## src/rtl/fpmul_ctrl.sv

```systemverilog
// IEEE-754 single-precision multiply controller driving an external booth mantissa multiplier.
// Define FPMUL_RNE_EN for round-to-nearest-even; otherwise the product is truncated.
module fpmul_ctrl (
  input  logic        CLK,
  input  logic        RSTK,
  input  logic        Mul_valid,
  input  logic [31:0] Mul_opa,
  input  logic [31:0] Mul_opb,
  output logic        Mul_ack,
  output logic [31:0] Mul_result,
  output logic [1:0]  Mul_Exc,
  output logic        Booth_req,
  output logic [23:0] Booth_m1,
  output logic [23:0] Booth_m2,
  input  logic        Booth_ack,
  input  logic [47:0] Booth_res
);

  typedef enum logic [2:0] {StIdle, StIssue, StWait, StRound, StDone} state_e;

  state_e             state_q, state_d;
  logic               sign_q, sign_d;
  logic signed [9:0]  expsum_q, expsum_d;
  logic [23:0]        m1_q, m1_d, m2_q, m2_d;
  logic [47:0]        prod_q, prod_d;
  logic [31:0]        result_q, result_d;
  logic [1:0]         exc_q, exc_d;

  // Operand classification, evaluated on the raw inputs while Idle
  logic [7:0]  ea, eb;
  logic [22:0] fa, fb;
  logic        a_nan, b_nan, a_inf, b_inf, a_zero, b_zero;
  logic        op_sign;
  logic [9:0]  op_expsum;

  assign ea        = Mul_opa[30:23];
  assign eb        = Mul_opb[30:23];
  assign fa        = Mul_opa[22:0];
  assign fb        = Mul_opb[22:0];
  assign a_nan     = (ea == 8'hFF) && (fa != 23'd0);
  assign b_nan     = (eb == 8'hFF) && (fb != 23'd0);
  assign a_inf     = (ea == 8'hFF) && (fa == 23'd0);
  assign b_inf     = (eb == 8'hFF) && (fb == 23'd0);
  // Denormals are flushed, so any zero exponent counts as zero
  assign a_zero    = (ea == 8'h00);
  assign b_zero    = (eb == 8'h00);
  assign op_sign   = Mul_opa[31] ^ Mul_opb[31];
  assign op_expsum = {2'b00, ea} + {2'b00, eb} - 10'd127;

  // Normalisation and rounding of the captured product
  logic              norm_hi;
  logic [22:0]       mant_n, mant_r;
  logic              carry;
  logic signed [9:0] exp_n, exp_r;

  assign norm_hi = prod_q[47];
  assign mant_n  = norm_hi ? prod_q[46:24] : prod_q[45:23];
  assign exp_n   = expsum_q + (norm_hi ? 10'sd1 : 10'sd0);

`ifdef FPMUL_RNE_EN
  logic guard, sticky, round_inc;
  assign guard     = norm_hi ? prod_q[23] : prod_q[22];
  assign sticky    = norm_hi ? |prod_q[22:0] : |prod_q[21:0];
  assign round_inc = guard & (sticky | mant_n[0]);
  // All-ones mantissa rolls over to zero with the carry bumping the exponent
  assign {carry, mant_r} = {1'b0, mant_n} + {23'd0, round_inc};
`else
  logic unused_prod_lsbs;
  assign unused_prod_lsbs = ^prod_q[22:0];
  assign carry  = 1'b0;
  assign mant_r = mant_n;
`endif

  assign exp_r = exp_n + $signed({9'd0, carry});

  always_comb begin
    state_d  = state_q;
    sign_d   = sign_q;
    expsum_d = expsum_q;
    m1_d     = m1_q;
    m2_d     = m2_q;
    prod_d   = prod_q;
    result_d = result_q;
    exc_d    = exc_q;
    unique case (state_q)
      StIdle: begin
        if (Mul_valid) begin
          sign_d   = op_sign;
          expsum_d = $signed(op_expsum);
          if (a_nan || b_nan || (a_inf && b_zero) || (b_inf && a_zero)) begin
            result_d = 32'h7FC0_0000;
            exc_d    = 2'b11;
            state_d  = StDone;
          end else if (a_inf || b_inf) begin
            result_d = {op_sign, 8'hFF, 23'd0};
            exc_d    = 2'b00;
            state_d  = StDone;
          end else if (a_zero || b_zero) begin
            result_d = {op_sign, 31'd0};
            exc_d    = 2'b00;
            state_d  = StDone;
          end else begin
            m1_d    = {1'b1, fa};
            m2_d    = {1'b1, fb};
            state_d = StIssue;
          end
        end
      end
      StIssue: state_d = StWait;
      StWait: begin
        if (Booth_ack) begin
          prod_d  = Booth_res;
          state_d = StRound;
        end
      end
      StRound: begin
        if (exp_r >= 10'sd255) begin
          result_d = {sign_q, 8'hFF, 23'd0};
          exc_d    = 2'b01;
        end else if (exp_r <= 10'sd0) begin
          result_d = {sign_q, 31'd0};
          exc_d    = 2'b10;
        end else begin
          result_d = {sign_q, exp_r[7:0], mant_r};
          exc_d    = 2'b00;
        end
        state_d = StDone;
      end
      StDone:  state_d = StIdle;
      default: state_d = StIdle;
    endcase
  end

  always_ff @(posedge CLK) begin
    if (!RSTK) begin
      state_q  <= StIdle;
      sign_q   <= 1'b0;
      expsum_q <= 10'sd0;
      m1_q     <= 24'd0;
      m2_q     <= 24'd0;
      prod_q   <= 48'd0;
      result_q <= 32'd0;
      exc_q    <= 2'b00;
    end else begin
      state_q  <= state_d;
      sign_q   <= sign_d;
      expsum_q <= expsum_d;
      m1_q     <= m1_d;
      m2_q     <= m2_d;
      prod_q   <= prod_d;
      result_q <= result_d;
      exc_q    <= exc_d;
    end
  end

  assign Booth_req  = (state_q == StIssue);
  assign Mul_ack    = (state_q == StDone);
  assign Booth_m1   = m1_q;
  assign Booth_m2   = m2_q;
  assign Mul_result = result_q;
  assign Mul_Exc    = exc_q;

endmodule

```

## config.mk

```make
export PLATFORM = sky130hd
export DESIGN_NAME = fpmul_ctrl
export DESIGN_NICKNAME = d
export VERILOG_FILES = /design/src/rtl/fpmul_ctrl.sv
export SDC_FILE = /design/constraint.sdc
export NUM_CORES = 1
export LEC_CHECK = 0
export ABC_AREA = 1
export ABC_CLOCK_PERIOD_IN_PS = 2050
export CAP_MARGIN = 20
export CORE_MARGIN = 5
export CORE_UTILIZATION = 42
export DETAILED_ROUTE_END_ITERATION = 10
export PLACE_DENSITY = 0.78
export SYNTH_ARGS = -nofsm -noshare
export SYNTH_HDL_FRONTEND = slang
export SYNTH_SLANG_ARGS = --single-unit
```

## constraint.sdc

```tcl
create_clock -name CLK -period 2.05 [get_ports CLK]
set_input_delay 0.41 -clock CLK [delete_from_list [all_inputs] [get_ports CLK]]
set_output_delay 0.41 -clock CLK [all_outputs]
set_load 0.03 [all_outputs]
```

==> impl_metrics.ini <==
[outcome]
status = complete, no violations

[clocking]
cts_max_level = 4
clock_root_buffer_master = sky130_fd_sc_hd__clkbuf_16
cts.sinks = 120
ctsLongestPathBuffers = 2
ctsHoldBuffers = 0
cts_tree = yes
clkSlewWorstSetupHoldPaths_ns = 0.06
cts-buffers-inserted = 17
clkLatencyLatePin_ns = 0.41

[setup_path]
reg2reg_depth = 14
worst_setup_path_end_kind = register
r2r_slack_ns = 0.05
critical_path_required_ns = 2.34
critPathKind = reg -> reg
cp_data_arrival_time_ns = 2.28
crit-reg2reg-capture = Mul_result[10]
worstReg2RegStart = prod_q[47]
worst-path-max-fanout = 11
start_kind = register

[finish]
share_of_final_layout_standard_cells_stronger_than_drive_strength_1_pct = 13.0
finish.utilization_pct = 64.0
final_area_mm2 = 0.00885
multiInputGateArea_mm2 = 0.00292
num-nets-final = 1166
filler_cell_count = 1189
non_filler_cells_final = 1224
register_area_mm2 = 0.00240
diodes = 0
syn2layout_area_growth_pct = 50.1

[synthesis]
post_synth_main_area_contributors = sky130_fd_sc_hd__dfxtp_1 (41%), sky130_fd_sc_hd__a21oi_1 (9.9%), sky130_fd_sc_hd__o21ai_0 (8.6%)
synthesis.yosys.warnings = 0
postSynth.asyncResetShare_pct = 0
syn-mean-instance-area_um2 = 7.11
synth_xor_xnor_area_share_pct = 1.04
ys_seq_area_share_pct = 40.7
synth_commonest_cells = sky130_fd_sc_hd__inv_1 (129), sky130_fd_sc_hd__dfxtp_1 (120), sky130_fd_sc_hd__nand2_1 (119)
netlist_area_mm2 = 0.00590
yosys_register_bits = 120
syn_inst = 830
synthDistinctLibCells = 36
dominant_combinational_cell_family_by_area_after_synthesis = simple AND/OR/NAND/NOR gates
synth-edff-count = 0
muxShareOfSynthArea_pct = 0
post_synth_simple_gate_area_pct = 21.5
post_synth_fa_ha_maj_area_fraction_pct = 3.95
synth_largest_area_cell = sky130_fd_sc_hd__dfxtp_1
mappedNetlistNets = 964
synth_compound_gate_area_share_pct = 20.2
synth_most_common_cell = sky130_fd_sc_hd__inv_1
dominantRegCellSynth = sky130_fd_sc_hd__dfxtp_1
netlist.area_leader.share_pct = 40.7

[run]
max_cap_violations = 0

[floorplanning]
die_h_um = 129
fp-row-count = 43
die_area_mm2 = 0.0165
placeableCoreArea_mm2 = 0.0138
start_util_pct = 42.7
die_x_um = 129
io_pins = 200

[place]
dp.cells = 1187
dp_worst_setup_slack_ns = -0.522
placed_cell_area_mm2 = 0.00805
gp_congestion = 0.836
numPortBuffers = 176
detailedPlacementHpwl_um = 11900

[grt]
number_of_global_route_vias_before_repair = 5436
grt_antenna_before_repair = 0
grt_most_used_layer = met2
grt_pass1_wl_um = 26400
grt_util_met1_pct = 25.3
met3_usage_pct = 3.94
track_usage_pct = 19.8
globalRoute.totalOverflow = 0
globalRouteMet2Util_pct = 33.5
maximum_number_of_pins_on_one_net_before_global_route_repair = 69

[routing]
vias_per_cell = 4.94
route.antenna.remaining_nets = 0
vias = 6042
initialDrtViolationCount = 412
drc_violations_left = 0
routed_wl_per_cell_um = 14.1
firstDrtPassIters = 6
drt-total-wl_um = 17200

[timing]
max_clock_freq_ghz = 0.501
grt_setup_unrepaired = true
relSlewSlack_pct = 66.2
worstMarginPinSlew_ns = 0.507
maxSlewViolCount = 0
fin_crit_ns = 2.00
finalSetupViolations = 0
skew_ns = 0.00753
final_hold_viol_count = 0
fin_crit_sh_pct = 97.3
timing.final.ws_setup_ns = 0.0549

[hold_path]
min_path_type = in -> reg
min-delay-start = Mul_opb[23]
min_delay_worst_endpoint = expsum_q[0]
hold_depth = 4

[pwr]
worst_ir_drop_vdd_mv = 0.667
total_leakage_power_uw = 0.00356
power_density_of_the_placed_cells_mw_per_mm2 = 1250
fin_total_pwr_uw = 11100
==> layout make-up <==
type,instances,area share (%)
Tap cell,180,2.54
Sequential cell,120,27.2
Clock buffer,23,5.17
Clock inverter,8,1.12
Multi-Input combinational cell,529,32.9
Timing Repair Buffer,229,25.3
Inverter,135,5.78
==> state kept, by name, summed over array words and instances, names as in the netlist <==
signal and cells:
Mul_result 32, Mul_Exc 2, prod_q 25, Booth_m2 23
sign_q 1, state_q 3, Booth_m1 24, expsum_q 10
==> metal layers <==
metal  up-vias  routed length, µm
met5         -                  0
li1       3095                  -
met2       149               8670
met3        25                778
met4         0                294
met1      2773               7510
==> critical path: stages, from the launching register on <==
cell                        delay, ns
sky130_fd_sc_hd__dfxtp_2         0.37
sky130_fd_sc_hd__ha_4            0.16
sky130_fd_sc_hd__ha_4            0.14
sky130_fd_sc_hd__nand2_4         0.08
sky130_fd_sc_hd__o21ai_2         0.12
sky130_fd_sc_hd__nand2_1         0.09
sky130_fd_sc_hd__inv_1           0.10
sky130_fd_sc_hd__nand3_1         0.08
sky130_fd_sc_hd__nor2_1          0.14
sky130_fd_sc_hd__nand2_2         0.08
sky130_fd_sc_hd__nand2_2         0.10
sky130_fd_sc_hd__nand2_4         0.09
sky130_fd_sc_hd__clkbuf_16       0.18
sky130_fd_sc_hd__nand3b_1        0.08
sky130_fd_sc_hd__a21oi_1         0.06
==> per-stage QoR <==
stage | TNS, ns | hold WS (ns)
final | 0 | 0.440
after floorplan | 0 | 0.424
after detailed placement | -24.71 | 0.435
after global routing | -1.33 | 0.451
after global placement | -21.92 | 0.432
after CTS | 0 | 0.444
==> power by group <==
| group | total, µW | internal (µW) | switching, µW |
|---|---|---|---|
| clock network | 2830 | 1810 | 1020 |
| logic | 4920 | 1940 | 2970 |
| registers | 3310 | 2960 | 355 |
| total | 11100 | 6710 | 4350 |
==> layout by cell type (no fill, tap or decap), drive strengths merged, types with 17 or more instances in the layout <==
cell / Yosys / routed
nand3b: 23 / 23
nand4: 17 / 17
a21oi: 117 / 117
nand2: 129 / 129
inv: 134 / 134
dfxtp: 120 / 120
nor2: 64 / 64
clkbuf: 29 / 25
clkdlybuf4s50: 0 / 169
ha: 17 / 17
nand3: 28 / 28
o21ai: 114 / 114
buf: 17 / 52
==> logic make-up after synthesis <==
group / count (synthesis)
buf+inv: 181
flops: 120
fa+ha+maj: 18
simple gates: 268
compound gates: 236
xor+xnor: 7
==> worst max-delay path by stage <==
stage          cells past startpoint             end   startpoint
3_3_place_gp                      11     expsum_q[7]  Mul_opa[24]
4_1_cts                           13     expsum_q[7]  Mul_opa[23]
5_1_grt                           13    Booth_m1[13]  Mul_opb[22]
3_5_place_dp                      11     expsum_q[7]  Mul_opa[24]
2_1_floorplan                     10     expsum_q[7]  Mul_opa[24]
6_report                          14  Mul_result[10]   prod_q[47]
==> what timing repair did <==
item                                    CTS  global route
buffers inserted                          0             3
endpoints found under the setup margin    4            85
pin swaps                                 3             7
cloned                                    0             3
gates resized for setup                   7            46
Power figures use the tool's default switching activity.
